[config.mk]
export PLATFORM = sky130hd
export DESIGN_NAME = hub75_bcm_scan_driver
export DESIGN_NICKNAME = d
export VERILOG_FILES = /design/src/rtl/hub75_bcm_scan_driver.sv
export SDC_FILE = /design/constraint.sdc
export NUM_CORES = 1
export LEC_CHECK = 0
export ABC_CLOCK_PERIOD_IN_PS = 10050
export CAP_MARGIN = 5
export CORE_MARGIN = 8
export CORE_UTILIZATION = 53
export CTS_BUF_LIST = sky130_fd_sc_hd__clkbuf_8
export CTS_CLUSTER_DIAMETER = 200
export CTS_CLUSTER_SIZE = 30
export DETAILED_ROUTE_END_ITERATION = 8
export PLACE_DENSITY = 0.76
export SLEW_MARGIN = 20
export SYNTH_ARGS = -nofsm -noshare
export SYNTH_HDL_FRONTEND = slang
export SYNTH_SLANG_ARGS = --single-unit
[constraint.sdc]
create_clock -name clk -period 10.05 [get_ports clk]
set_input_delay 2.01 -clock clk [delete_from_list [all_inputs] [get_ports clk]]
set_output_delay 2.01 -clock clk [all_outputs]
set_load 0.05 [all_outputs]
[src/rtl/hub75_bcm_scan_driver.sv]
// HUB75 bit-coded-modulation scan driver: overlaps the shift of the next bitplane with the
// display period of the current one and swaps frame buffers only at frame boundaries.
// state | meaning
// IDLE  | disabled, outputs blanked, shadow config latched on ctrl_en
// CHECK | validate shadow config
// HALT  | invalid config, blanked until ctrl_en drops
// FILL  | shift the first plane before anything is shown
// BL    | blank, present row address
// LT    | latch pulse, load plane timers, start shifting the next plane
// SHOW  | on-time then blanked remainder; leave when period and shift are both done
module hub75_bcm_scan_driver #(
   parameter int N_CHAINS       = 2,
   parameter int N_ROWS_MAX     = 64,
   parameter int N_COLS_MAX     = 256,
   parameter int BITDEPTH_MAX   = 8,
   parameter int LSB_BLANK_MAX  = 255,
   parameter int CTRL_REG_WIDTH = 32,
   parameter int ADDR_W         = $clog2(N_ROWS_MAX*N_COLS_MAX)-1
) (
   input  logic                            clk,
   input  logic                            ctrl_rst,
   input  logic                            ctrl_en,
   input  logic [CTRL_REG_WIDTH-1:0]       ctrl_n_rows,
   input  logic [CTRL_REG_WIDTH-1:0]       ctrl_n_cols,
   input  logic [CTRL_REG_WIDTH-1:0]       ctrl_bitdepth,
   input  logic [CTRL_REG_WIDTH-1:0]       ctrl_lsb_blank,
   input  logic [CTRL_REG_WIDTH-1:0]       ctrl_brightness,
   input  logic                            ctrl_scan_mode,
   input  logic                            ctrl_buffer_req,
   output logic                            stat_buffer,
   output logic                            stat_frame_done,
   output logic                            stat_cfg_err,
   output logic                            mem_en,
   output logic                            mem_buffer,
   output logic [ADDR_W-1:0]               mem_addr,
   output logic [$clog2(BITDEPTH_MAX)-1:0] mem_bit,
   input  logic [6*N_CHAINS-1:0]           mem_din,
   output logic                            disp_clk,
   output logic                            disp_blank,
   output logic                            disp_latch,
   output logic [$clog2(N_ROWS_MAX)-2:0]   disp_addr,
   output logic [6*N_CHAINS-1:0]           disp_rgb
);

   localparam int RA_W  = $clog2(N_ROWS_MAX)-1;
   localparam int BW    = $clog2(BITDEPTH_MAX);
   localparam int PER_W = $clog2(LSB_BLANK_MAX+1) + BITDEPTH_MAX - 1;
   localparam int CNT_W = $clog2(2*N_COLS_MAX+1);
   localparam int DW    = 6*N_CHAINS;
   localparam int CW    = CTRL_REG_WIDTH;

   typedef enum logic [2:0] {S_IDLE, S_CHECK, S_HALT, S_FILL, S_BL, S_LT, S_SHOW} state_t;

   state_t            state_q, state_d;
   logic [CW-1:0]     rows_q, rows_d, cols_q, cols_d, depth_q, depth_d;
   logic [CW-1:0]     lsb_q, lsb_d, bri_q, bri_d;
   logic              zig_q, zig_d;
   logic [RA_W-1:0]   cur_k_q, cur_k_d, sh_k_q, sh_k_d;
   logic [BW-1:0]     cur_b_q, cur_b_d, sh_b_q, sh_b_d;
   logic              sh_busy_q, sh_busy_d;
   logic [CNT_W-1:0]  sh_cnt_q, sh_cnt_d;
   logic [PER_W-1:0]  per_q, per_d, on_q, on_d;
   logic              frame_seen_q, frame_seen_d;
   logic              stat_buffer_q, stat_buffer_d, stat_frame_done_q, stat_frame_done_d;
   logic              stat_cfg_err_q, stat_cfg_err_d;
   logic              disp_clk_q, disp_clk_d, disp_blank_q, disp_blank_d;
   logic              disp_latch_q, disp_latch_d;
   logic [RA_W-1:0]   disp_addr_q, disp_addr_d;
   logic [DW-1:0]     disp_rgb_q, disp_rgb_d;

   logic [RA_W-1:0]   s_m1, nx_k, sh_row;
   logic [BW-1:0]     d_m1, nx_b;
   logic [PER_W-1:0]  per_base, on_base;
   logic              sh_last, sh_done, cfg_bad;

   function automatic logic [RA_W-1:0] row_of(input logic [RA_W-1:0] k, input logic zig,
                                               input logic [RA_W-1:0] sm1);
      if (!zig)  return k;
      if (!k[0]) return k >> 1;
      return sm1 - (k >> 1);
   endfunction

   assign s_m1     = RA_W'((rows_q >> 1) - CW'(1));
   assign d_m1     = BW'(depth_q - CW'(1));
   assign nx_b     = (cur_b_q == d_m1) ? '0 : cur_b_q + BW'(1);
   assign nx_k     = (cur_b_q != d_m1) ? cur_k_q : ((cur_k_q == s_m1) ? '0 : cur_k_q + RA_W'(1));
   assign per_base = PER_W'(lsb_q);
   assign on_base  = (lsb_q > bri_q) ? PER_W'(lsb_q - bri_q) : '0;
   assign sh_row   = row_of(sh_k_q, zig_q, s_m1);
   assign sh_last  = sh_busy_q && (sh_cnt_q == CNT_W'(cols_q << 1));
   assign sh_done  = !sh_busy_q || sh_last;

   assign cfg_bad = (rows_q == '0) || rows_q[0] || (rows_q > CW'(N_ROWS_MAX)) ||
                    (cols_q == '0) || (cols_q > CW'(N_COLS_MAX)) ||
                    (depth_q == '0) || (depth_q > CW'(BITDEPTH_MAX)) ||
                    (lsb_q == '0) || (lsb_q > CW'(LSB_BLANK_MAX));

   // Even shift counts fetch a column, odd counts present it with disp_clk low.
   assign mem_en     = sh_busy_q && !sh_cnt_q[0] && !sh_last;
   assign mem_addr   = ADDR_W'(sh_row) * ADDR_W'(cols_q) + ADDR_W'(sh_cnt_q[CNT_W-1:1]);
   assign mem_bit    = sh_b_q;
   assign mem_buffer = stat_buffer_q;

   assign stat_buffer     = stat_buffer_q;
   assign stat_frame_done = stat_frame_done_q;
   assign stat_cfg_err    = stat_cfg_err_q;
   assign disp_clk        = disp_clk_q;
   assign disp_blank      = disp_blank_q;
   assign disp_latch      = disp_latch_q;
   assign disp_addr       = disp_addr_q;
   assign disp_rgb        = disp_rgb_q;

   always_comb begin
      state_d = state_q;
      rows_d = rows_q; cols_d = cols_q; depth_d = depth_q; lsb_d = lsb_q; bri_d = bri_q;
      zig_d = zig_q;
      cur_k_d = cur_k_q; cur_b_d = cur_b_q; sh_k_d = sh_k_q; sh_b_d = sh_b_q;
      sh_busy_d = sh_busy_q; sh_cnt_d = sh_cnt_q;
      per_d = per_q; on_d = on_q;
      frame_seen_d = frame_seen_q;
      stat_buffer_d = stat_buffer_q; stat_frame_done_d = 1'b0; stat_cfg_err_d = stat_cfg_err_q;
      disp_clk_d = 1'b0; disp_blank_d = 1'b1; disp_latch_d = 1'b0;
      disp_addr_d = disp_addr_q; disp_rgb_d = disp_rgb_q;

      if (sh_busy_q) begin
         sh_cnt_d  = sh_cnt_q + CNT_W'(1);
         sh_busy_d = !sh_last;
         if (sh_cnt_q[0]) disp_rgb_d = mem_din;
         else             disp_clk_d = (sh_cnt_q != '0);
      end

      unique case (state_q)
         S_IDLE: begin
            if (ctrl_en) begin
               rows_d = ctrl_n_rows; cols_d = ctrl_n_cols; depth_d = ctrl_bitdepth;
               lsb_d = ctrl_lsb_blank; bri_d = ctrl_brightness; zig_d = ctrl_scan_mode;
               state_d = S_CHECK;
            end
         end
         S_CHECK: begin
            if (cfg_bad) begin
               stat_cfg_err_d = 1'b1;
               state_d        = S_HALT;
            end else begin
               stat_cfg_err_d = 1'b0;
               stat_buffer_d  = ctrl_buffer_req;
               cur_k_d = '0; cur_b_d = '0; sh_k_d = '0; sh_b_d = '0;
               frame_seen_d = 1'b0;
               sh_busy_d = 1'b1; sh_cnt_d = '0;
               state_d = S_FILL;
            end
         end
         S_HALT: ;
         S_FILL: if (sh_done) state_d = S_BL;
         S_BL: begin
            disp_addr_d = row_of(cur_k_q, zig_q, s_m1);
            // The first plane of the new frame was prefetched from the old buffer.
            if (frame_seen_q && (cur_k_q == '0) && (cur_b_q == '0)) begin
               stat_frame_done_d = 1'b1;
               stat_buffer_d     = ctrl_buffer_req;
            end
            state_d = S_LT;
         end
         S_LT: begin
            disp_latch_d = 1'b1;
            per_d = per_base << cur_b_q;
            on_d  = on_base << cur_b_q;
            sh_k_d = nx_k; sh_b_d = nx_b;
            sh_busy_d = 1'b1; sh_cnt_d = '0;
            state_d = S_SHOW;
         end
         S_SHOW: begin
            disp_blank_d = (on_q == '0);
            if (on_q != '0)  on_d  = on_q - PER_W'(1);
            if (per_q != '0) per_d = per_q - PER_W'(1);
            if ((per_q <= PER_W'(1)) && sh_done) begin
               cur_k_d = sh_k_q; cur_b_d = sh_b_q;
               if ((sh_k_q == '0) && (sh_b_q == '0)) frame_seen_d = 1'b1;
               state_d = S_BL;
            end
         end
         default: state_d = S_IDLE;
      endcase

      if (!ctrl_en) begin
         state_d = S_IDLE;
         disp_blank_d = 1'b1; disp_clk_d = 1'b0; disp_latch_d = 1'b0;
         sh_busy_d = 1'b0;
         stat_frame_done_d = 1'b0;
         stat_buffer_d = stat_buffer_q;
      end
   end

   always_ff @(posedge clk) begin
      if (ctrl_rst) begin
         state_q <= S_IDLE;
         rows_q <= '0; cols_q <= '0; depth_q <= '0; lsb_q <= '0; bri_q <= '0; zig_q <= 1'b0;
         cur_k_q <= '0; cur_b_q <= '0; sh_k_q <= '0; sh_b_q <= '0;
         sh_busy_q <= 1'b0; sh_cnt_q <= '0; per_q <= '0; on_q <= '0;
         frame_seen_q <= 1'b0;
         stat_buffer_q <= 1'b0; stat_frame_done_q <= 1'b0; stat_cfg_err_q <= 1'b0;
         disp_clk_q <= 1'b0; disp_blank_q <= 1'b1; disp_latch_q <= 1'b0;
         disp_addr_q <= '0; disp_rgb_q <= '0;
      end else begin
         state_q <= state_d;
         rows_q <= rows_d; cols_q <= cols_d; depth_q <= depth_d; lsb_q <= lsb_d; bri_q <= bri_d;
         zig_q <= zig_d;
         cur_k_q <= cur_k_d; cur_b_q <= cur_b_d; sh_k_q <= sh_k_d; sh_b_q <= sh_b_d;
         sh_busy_q <= sh_busy_d; sh_cnt_q <= sh_cnt_d; per_q <= per_d; on_q <= on_d;
         frame_seen_q <= frame_seen_d;
         stat_buffer_q <= stat_buffer_d; stat_frame_done_q <= stat_frame_done_d;
         stat_cfg_err_q <= stat_cfg_err_d;
         disp_clk_q <= disp_clk_d; disp_blank_q <= disp_blank_d; disp_latch_q <= disp_latch_d;
         disp_addr_q <= disp_addr_d; disp_rgb_q <= disp_rgb_d;
      end
   end

endmodule

==> impl_metrics.ini, run 1 <==
[run_status]
status = finished clean

[die]
die_area_sq_mm = 0.0331
die_h_um = 182
num_rows = 60
dieWidth_um = 182
io-pin-count = 218
initial_core_util_pct = 54.1
core_sq_mm = 0.0270

[logic_synthesis]
yosys_register_bits = 245
yosysSeqAreaShare_pct = 33.7
synth_area_per_cell_sq_um = 7.83
synth_edf_count = 0
async_flop_share_pct = 0
synth_top_area_cell = dfxtp_1
netlist_top_cells_area = dfxtp_1, nand2_1, a21oi_1
yosys_warnings = 0
syn-num-nets = 2148
synth.most_common_cell = nand2_1
synth.distinct_cells = 78
synth_common_cells = nand2_1, dfxtp_1, a21oi_1, inv_1, nor2_1
synth_flop_cell = dfxtp_1
synth_cells = 1861
syn_area_sq_mm = 0.0146
netlist.area_leader.share_pct = 33.7

[timing]
finalHoldViolations = 0
worst_pin_slew_ns = 1.09
finalSetupViolations = 0
tns_ns = 0
drv_slew = 0
rsz0062_at_grt = false
holdWs_ns = 0.464
skew_ns = 0.0751
post-route-period-util_pct = 94.3
fmax_mhz = 106
min_period_ns = 9.47
relSlewSlack_pct = 27.6

[setup_path]
worstPathMaxFanout = 9
arrival_ns = 7.46
cp-start-kind = flop
critPathMaxStageDelay_ns = 0.80
worst_path_max_delay_cell = clkdlybuf4s50_1
reg2reg_depth = 11
rrSetupSlack_ns = 6.81
critPathCaptureType = output pin
required_ns = 8.04
r2r-end = on_q[3]
path_cells = inv_1 > ha_1 > xor2_1 > ha_1 > a21o_1 > a21oi_1 > xor2_1 > o22ai_1 > nand2_1 > fa_1 > fa_1 > fa_1 > inv_1 > ha_1 > a21o_1 > a21oi_1 > o21ai_0 > o21ai_0 > nand2b_1 > a21oi_1 > o21ai_0 > xnor3_1 > clkdlybuf4s50_1
critPathKind = reg -> out
rr_startpoint = lsb_q[0]

[placement]
dp_cells = 2319
place_congestion = 0.893
portBuffers = 217
dp_hpwl_um = 29100

[pwr]
vdd_drop_max_v = 0.0000819
pwr_density_cell_mw_per_mm2 = 115
p_total_uw = 1960
leakage_uw = 0.00647

[detailed_routing]
dr.pass1.iters = 5
detail-route-antenna-nets = 0
drtIter0Drc = 1047
wirelength_um = 38600
route.vias.total = 13189
remaining_drc_errors = 0
viasPerCell = 5.65
wl_per_cell_um = 16.5

[clock_tree]
clk_latency_ns = 0.55
cts.repair.resized = 0
clkSinkCount = 245
cts_buffer_depth = 3
cts_tree = built
numCtsBuffers = 12
postCtsSetupBuffers = 0
cts-root-buf = clkbuf_8
clk_pin_slew_worst_paths_ns = 0.18
holdBufCountCts = 0
htree_levels = 1

[global_route]
first_global_vias = 12834
met3_usage_pct = 3.77
grtUsageMet1_pct = 31.3
grt_use_met2_pct = 37.4
grt_pass1_wl_um = 63800
grtUsageTotal_pct = 22.8
grt.busiest_layer = met2
grt_max_degree = 117
antenna_found_initial = 1
gr-total-overflow = 0

[finish]
stdcell_count = 2334
final.fill_count = 2349
final_nets = 2279
area_growth_pct = 16.7
drive_gt1_share_pct = 2.91
post-route-util_pct = 63.1

[min_path]
hold_end = depth_q[24]
hold_depth = 2
hold_class = reg -> reg
hold_start = depth_q[24]

[run]
drv_cap = 0
==> worst max path at each step <==
stage | to | from | cells after the start
after floorplan | mem_addr[12] | rows_q[1] | 22
after global placement | mem_addr[12] | rows_q[1] | 23
after detailed placement | mem_addr[12] | rows_q[1] | 23
after CTS | mem_addr[12] | rows_q[1] | 23
after global routing | mem_addr[12] | rows_q[1] | 23
final | mem_addr[12] | rows_q[1] | 23
==> metal layers <==
layer / vias up / part of all wire, % / routed length, um
li1: 6576 / - / -
met1: 6216 / 47 / 18000
met2: 364 / 46 / 17800
met3: 33 / 5.9 / 2270
met4: 0 / 1.4 / 538
met5: - / 0 / 0
==> logic make-up after synthesis <==
logic type	after synthesis	synth area share (%)
buffers and inverters	228	6.18
AO/OA/AOI/OAI	421	17.0
multiplexers	46	3.96
flip-flops	245	33.7
XOR/XNOR	74	4.54
adder cells (fa/ha/maj)	110	11.3
AND/OR/NAND/NOR	737	23.3
==> final cells by class <==
cell class | instances | area, sq um | share of cell area, %
Inverter | 120 | 450 | 2.65
Multi-Input combinational cell | 1388 | 8790 | 51.7
Antenna cell | 1 | 2.50 | 0.0147
Sequential cell | 245 | 4900 | 28.8
Tap cell | 341 | 427 | 2.51
Clock buffer | 13 | 179 | 1.05
Clock inverter | 1 | 30.0 | 0.176
Timing Repair Buffer | 225 | 2230 | 13.1
==> power by group <==
| group | internal, uW | total, uW | leakage, uW | switching [uW] |
|---|---|---|---|---|
| Combinational | 211 | 471 | 0.00437 | 260 |
| Sequential | 1010 | 1050 | 0.00200 | 36.7 |
| Clock | 124 | 436 | 0.000105 | 312 |
==> registers in the layout (all words and copies together), names as in the netlist, 3 cells and up <==
signal and cells:
bri_q 32, cols_q 32, cur_b_q 3, cur_k_q 5, depth_q 32, disp_addr 5, disp_rgb 12, lsb_q 32
mem_bit 3, on_q 15, per_q 15, rows_q 32, sh_cnt_q 10, sh_k_q 5, state_q 3
==> stage by stage <==
stage | setup slack (ns) | cell area [sq um]
finish | 0.578 | 17000
global route | 0.106 | 17000
CTS | 0.604 | 17000
detailed placement | 1.25 | 16800
global placement | 1.42 | 16800
floorplan | 2.40 | 14600
==> cells in the final DEF (no fill, tap or decap), types with 10 or more instances in the layout <==
cell	n
a211oi_1	22
a21o_1	11
a21oi_1	235
a22oi_1	18
and2_1	36
clkbuf_8	13
clkdlybuf4s50_1	216
dfxtp_1	245
fa_1	37
ha_1	73
inv_1	118
mux2i_1	34
nand2_1	398
nand2b_1	14
nand4_1	23
nor2_1	112
nor2b_1	29
nor3_1	26
nor4_1	41
o211ai_1	10
o21ai_0	57
xnor2_1	45
xor2_1	28
==> critical path, delay by kind of cell, from the launching register on <==
family / cells / cell delay (ns)
adders and majority gates: 6 / 2.50
AOI/OAI and AO/OA: 9 / 2.00
buffers and inverters: 3 / 0.93
xor gates and xnor gates: 3 / 0.74
DFF: 1 / 0.49
and+or+nand+nor: 2 / 0.26
(Power assumes the default switching activity.)
==> run 2, diff against run 1 <==
--- a/config.mk
+++ b/config.mk
@@ -13,7 +13,7 @@
 export CTS_CLUSTER_DIAMETER = 200
 export CTS_CLUSTER_SIZE = 30
 export DETAILED_ROUTE_END_ITERATION = 8
-export PLACE_DENSITY = 0.76
+export PLACE_DENSITY = 0.88
 export SLEW_MARGIN = 20
 export SYNTH_ARGS = -nofsm -noshare
 export SYNTH_HDL_FRONTEND = slang
==> run 2 against run 1 <==
Core utilization barely moved. Final area barely moved. Maximum frequency rose by 0.23%. Global-route usage barely moved. Clock power barely moved. Non-clock buffer count fell by 1. Critical path depth rose by 1. Sequential share of layout area barely moved. Clock skew fell by 0.0076 ns. Highest routed layer is now met5.
==> impl_metrics.ini, run 2 (synthesized netlist as in run 1, its figures left out) <==
[run]
drv_cap = 0

[clock_tree]
holdBufCountCts = 0
htree_levels = 1
cts.repair.resized = 0
cts_buffer_depth = 3
cts_tree = built
clkSinkCount = 245
cts-root-buf = clkbuf_8
postCtsSetupBuffers = 0
numCtsBuffers = 12
clk_latency_ns = 0.58
clk_pin_slew_worst_paths_ns = 0.19

[min_path]
hold_start = depth_q[7]
hold_class = reg -> reg
hold_end = depth_q[7]
hold_depth = 2

[setup_path]
r2r-end = on_q[12]
reg2reg_depth = 12
rr_startpoint = lsb_q[0]
worstPathMaxFanout = 10
rrSetupSlack_ns = 6.89
path_cells = inv_1 > ha_1 > inv_1 > ha_1 > a21o_1 > a21oi_1 > xnor2_1 > a21o_1 > o21ai_1 > nand2b_1 > fa_1 > fa_1 > fa_1 > inv_1 > ha_1 > a21o_1 > a21oi_1 > o21ai_0 > o21ai_0 > nand2b_1 > a21oi_1 > o21ai_0 > xnor3_1 > clkdlybuf4s50_1
critPathKind = reg -> out
worst_path_max_delay_cell = clkdlybuf4s50_1
critPathCaptureType = output pin
critPathMaxStageDelay_ns = 0.80
arrival_ns = 7.44
cp-start-kind = flop
required_ns = 8.04

[timing]
rsz0062_at_grt = false
min_period_ns = 9.45
relSlewSlack_pct = 27.8
post-route-period-util_pct = 94.0
skew_ns = 0.0675
fmax_mhz = 106
drv_slew = 0
finalHoldViolations = 0
worst_pin_slew_ns = 1.08
tns_ns = 0
finalSetupViolations = 0

[global_route]
grtUsageTotal_pct = 22.8
grt_max_degree = 120
first_global_vias = 13044
antenna_found_initial = 1
gr-total-overflow = 0
grt_pass1_wl_um = 64100

[detailed_routing]
drtIter0Drc = 1069
dr.pass1.iters = 5
wl_per_cell_um = 16.7
detail-route-antenna-nets = 0
route.vias.total = 13329
remaining_drc_errors = 0
viasPerCell = 5.72
wirelength_um = 38800

[die]
die_h_um = 182
num_rows = 60
core_sq_mm = 0.0270
dieWidth_um = 182
die_area_sq_mm = 0.0331
io-pin-count = 218
initial_core_util_pct = 54.1

[finish]
final_nets = 2278
stdcell_count = 2332
post-route-util_pct = 63.1
area_growth_pct = 16.7
final_common_cell = nand2_1
final_area_sq_mm = 0.0170
drive_gt1_share_pct = 2.91
antenna_cells = 0
final_cell_mix = nand2_1, dfxtp_1, a21oi_1

[run_status]
status = finished clean

[placement]
dp_hpwl_um = 29300
dp_cells = 2318
placed_area_sq_mm = 0.0168
place_congestion = 0.890
portBuffers = 217

[pwr]
pwr_density_cell_mw_per_mm2 = 115
vdd_drop_max_v = 0.000112
leakage_uw = 0.00646
==> run 2: cell types whose count changed in the layout (fill, tap and decap cells not counted) <==
| cell | previous run | this run |
|---|---|---|
| buf_4 | 8 | 7 |
| clkbuf_8 | 13 | 12 |
| diode_2 | 1 | 0 |
| inv_6 | 0 | 1 |
| o22ai_1 | 8 | 7 |
| o22ai_2 | 0 | 1 |
==> run 2: power breakdown <==
| part | leakage (uW) | switching (uW) | internal (uW) |
|---|---|---|---|
| registers | 0.00200 | 36.9 | 1010 |
| clock network | 0.000102 | 316 | 118 |
| logic | 0.00436 | 257 | 211 |
==> run 2: worst max-delay path, delay by kind of cell (launching register included) <==
kind            cells  cell delay (ns)
xor+xnor            2             0.46
simple gates        2             0.31
fa+ha+maj           6             2.53
flops               1             0.50
compound gates     10             2.02
buf+inv             4             1.02
==> run 2: stage by stage <==
step                      hold WS (ns)  total power [uW]  worst slack [ns]
after global routing             0.481              2050             0.156
final                            0.464              1950             0.599
after global placement           0.441              1520              1.40
after floorplan                  0.436              1370              2.40
after detailed placement         0.446              1530              1.17
after CTS                        0.465              1960             0.485
==> run 2: worst max-delay path by stage <==
| stage | startpoint | to | cells after the start |
|---|---|---|---|
| after floorplan | rows_q[1] | mem_addr[12] | 22 |
| after global placement | rows_q[1] | mem_addr[12] | 23 |
| after detailed placement | rows_q[1] | mem_addr[12] | 23 |
| after CTS | rows_q[1] | mem_addr[12] | 23 |
| after global routing | rows_q[1] | mem_addr[12] | 24 |
| final | rows_q[1] | mem_addr[12] | 24 |
==> run 2: layer usage <==
layer  track usage (%)  share of wire, %  vias to the layer above  routed length, um
li1                  -                 -                     6559                  -
met4              6.36               2.3                        2                884
met5                 0             0.026                        -                 10
met1              29.7                43                     6229              16800
met2              38.6                47                      479              18400
met3              3.71               7.0                       60               2730
==> run 2: layout make-up <==
cell class / count / area, sq um
Fill cell: 2282 / 9940
Multi-Input combinational cell: 1388 / 8790
Sequential cell: 245 / 4900
Timing Repair Buffer: 224 / 2230
Inverter: 120 / 450
Tap cell: 341 / 427
Clock buffer: 12 / 165
Clock inverter: 2 / 38.8
==> variant 1, RTL diff (config.mk and constraints of run 2) <==
Encoding of `state_t`: now one-hot (7 bits for 7 states).
--- a/src/rtl/hub75_bcm_scan_driver.sv
+++ b/src/rtl/hub75_bcm_scan_driver.sv
@@ -49,7 +49,7 @@
    localparam int DW    = 6*N_CHAINS;
    localparam int CW    = CTRL_REG_WIDTH;
 
-   typedef enum logic [2:0] {S_IDLE, S_CHECK, S_HALT, S_FILL, S_BL, S_LT, S_SHOW} state_t;
+   typedef enum logic [6:0] {S_IDLE = 7'b0000001, S_CHECK = 7'b0000010, S_HALT = 7'b0000100, S_FILL = 7'b0001000, S_BL = 7'b0010000, S_LT = 7'b0100000, S_SHOW = 7'b1000000} state_t;
 
    state_t            state_q, state_d;
    logic [CW-1:0]     rows_q, rows_d, cols_q, cols_d, depth_q, depth_d;
Formal check against the unedited RTL: same outputs for any inputs over 4 cycles, from zero or initial values and one cycle with ctrl_rst high; so few cycles prove little.
==> variant 1 against run 2 <==
Sequential share of layout area up 0.084 points. Area after synthesis up 1.4%. Design area up 1.3%. Setup slack better by 110 ps. Sequential cell count up 4. Count of clock-buffer cells in the layout unchanged. Wire length up 2.2%. Power up 1.3%. Critical path type unchanged. Largest power group unchanged.
==> variant 1: results <==
set metrics [dict create \
    p_int_mw 1.37 \
    grt_max_degree 122 \
    synth_adder_area_share 0.112 \
    wl_met1_um 17500 \
    fin_skew_ps 45.6 \
    grt.met2_usage 0.378 \
    tightest_slew_ps 1070 \
    use_met1 0.302 \
    routed-wl-met2_um 18300 \
    grt_pass1_vias 13220 \
    syn_inst 1913 \
    routabilityCongestion 0.925 \
    pg_comb_uw 477 \
    grt_pass1_wl_um 65200 \
    wl_met3_um 2770 \
    outcome "finished, final reports clean" \
    critPathMaxFanout 9 \
    syn-num-nets 2200 \
    synth_xor_xnor_area_share 0.0448 \
    post-dp-hpwl_um 30200 \
    seq_area_frac_synth 0.337 \
    finalNonFillerCells 2420 \
    synth_compound_area_frac 0.172 \
    synthMuxAreaShare 0.0381 \
    p_leak_nw 6.60 \
    drive_gt1_frac 0.0318 \
    synthDistinctLibCells 75 \
    synthTopCellsByArea "dfxtp_1 34%, nand2_1 11%, a21oi_1 8.4%" \
]
## variant 1: cell types whose count changed after synthesis, sizes merged, moves of 6 or more
cell	delta
a22oi	-13
a21oi	+21
inv	+6
nor2b	-13
nand3b	-6
nand2	+17
or3	+10
buf	+8
nand3	+15
nand2b	+6
## variant 1: final timing paths
path	startpoint	to	slack, ps
worst min-delay path	cols_q[13]$_SDFFE_PP0P_	cols_q[13]$_SDFFE_PP0P_	470
worst max register to register	lsb_q[0]$_SDFFE_PP0P_	on_q[4]$_SDFFE_PP0P_	6770
worst max-delay path	rows_q[1]$_SDFFE_PP0P_	mem_addr[12]	710
worst min register to register	cols_q[13]$_SDFFE_PP0P_	cols_q[13]$_SDFFE_PP0P_	470
## variant 1: final cells by class
class / instances / area, um2
repair buffers: 226 / 2240
multi-input cells: 1429 / 8860
inverters: 124 / 465
clock buffers: 12 / 165
well taps: 378 / 473
flip-flops and latches: 249 / 4980
clock inverters: 2 / 38.8
fillers: 2447 / 10400
==> variant 2, RTL diff (settings of run 2) <==
Without the edit above. Set the parameter `N_COLS_MAX` to 1024 (it was 256).
--- a/src/rtl/hub75_bcm_scan_driver.sv
+++ b/src/rtl/hub75_bcm_scan_driver.sv
@@ -11,7 +11,7 @@
 module hub75_bcm_scan_driver #(
    parameter int N_CHAINS       = 2,
    parameter int N_ROWS_MAX     = 64,
-   parameter int N_COLS_MAX     = 256,
+   parameter int N_COLS_MAX     = 1024,
    parameter int BITDEPTH_MAX   = 8,
    parameter int LSB_BLANK_MAX  = 255,
    parameter int CTRL_REG_WIDTH = 32,
Ports: changed (resized mem_addr); port bits go from 218 to 220. The function was not compared with the original's and may differ.
==> variant 2 against run 2 <==
Maximum frequency grew 3.8%. Power grew 0.22%. Setup slack gained 350 ps. Area after synthesis grew 2.4%. Non-clock buffer count grew 8. Design area grew 2.8%. Wire length grew 2.9%. Sequential cell count grew 2. Largest power group unchanged.
==> variant 2: results <==
set metrics [dict create \
    drt_pass1_iterations 6 \
    fillers 2390 \
    fin_skew_ps 63.8 \
    outcome "finished, final reports clean" \
    routed_wl_um 40000 \
    cpPeakStageDelay_ps 820 \
    top_layer_used "met4" \
    clock_sinks 247 \
    timing.fmax_mhz 110 \
    grt_max_degree 143 \
    clkCellAreaFrac 0.0117 \
    synthTopCellsByArea "dfxtp_1 33%, nand2_1 10%, a21oi_1 7.8%" \
    seqCellArea_um2 4940 \
    pg_comb_uw 467 \
    use_met1 0.302 \
    nets 2356 \
    viasPerCell 5.64 \
    buf_share 0.131 \
    p_leak_nw 6.61 \
    comb.multi_input.count 1432 \
    synth_area_um2 14900 \
    wl_per_cell_um 16.4 \
    multi_input_area_share 0.518 \
    reg2reg_setup_slack_ps 6360 \
    clk_pin_slew_ps 170 \
    routabilityCongestion 0.951 \
    grt_use_total 0.230 \
]
variant 2: cell count changes in the layout (fill, tap and decap cells not counted), moves of 9 or more:
cell	change
and2_1	+11
nor2_1	+9
nand2_1	+11
nor4_1	+10
inv_1	+14
variant 2: how the worst max path moves through the flow:
stage,start,end,depth (start not counted)
floorplan,rows_q[1]$_SDFFE_PP0P_,mem_addr[14],23
global placement,rows_q[1]$_SDFFE_PP0P_,mem_addr[12],23
detailed placement,rows_q[1]$_SDFFE_PP0P_,mem_addr[12],23
CTS,rows_q[1]$_SDFFE_PP0P_,mem_addr[12],23
global route,rows_q[1]$_SDFFE_PP0P_,mem_addr[14],24
finish,rows_q[1]$_SDFFE_PP0P_,mem_addr[12],23
variant 2: cell families (layout without fill, tap and decap cells):
logic type,count (synthesis),in the layout,share of synthesized area
simple gates,770,770,0.234
fa+ha+maj,120,120,0.123
other cells,0,3,0
flops,247,247,0.331
xor+xnor,74,74,0.0444
compound gates,423,423,0.168
mux,45,45,0.0366
buf+inv,244,380,0.0625
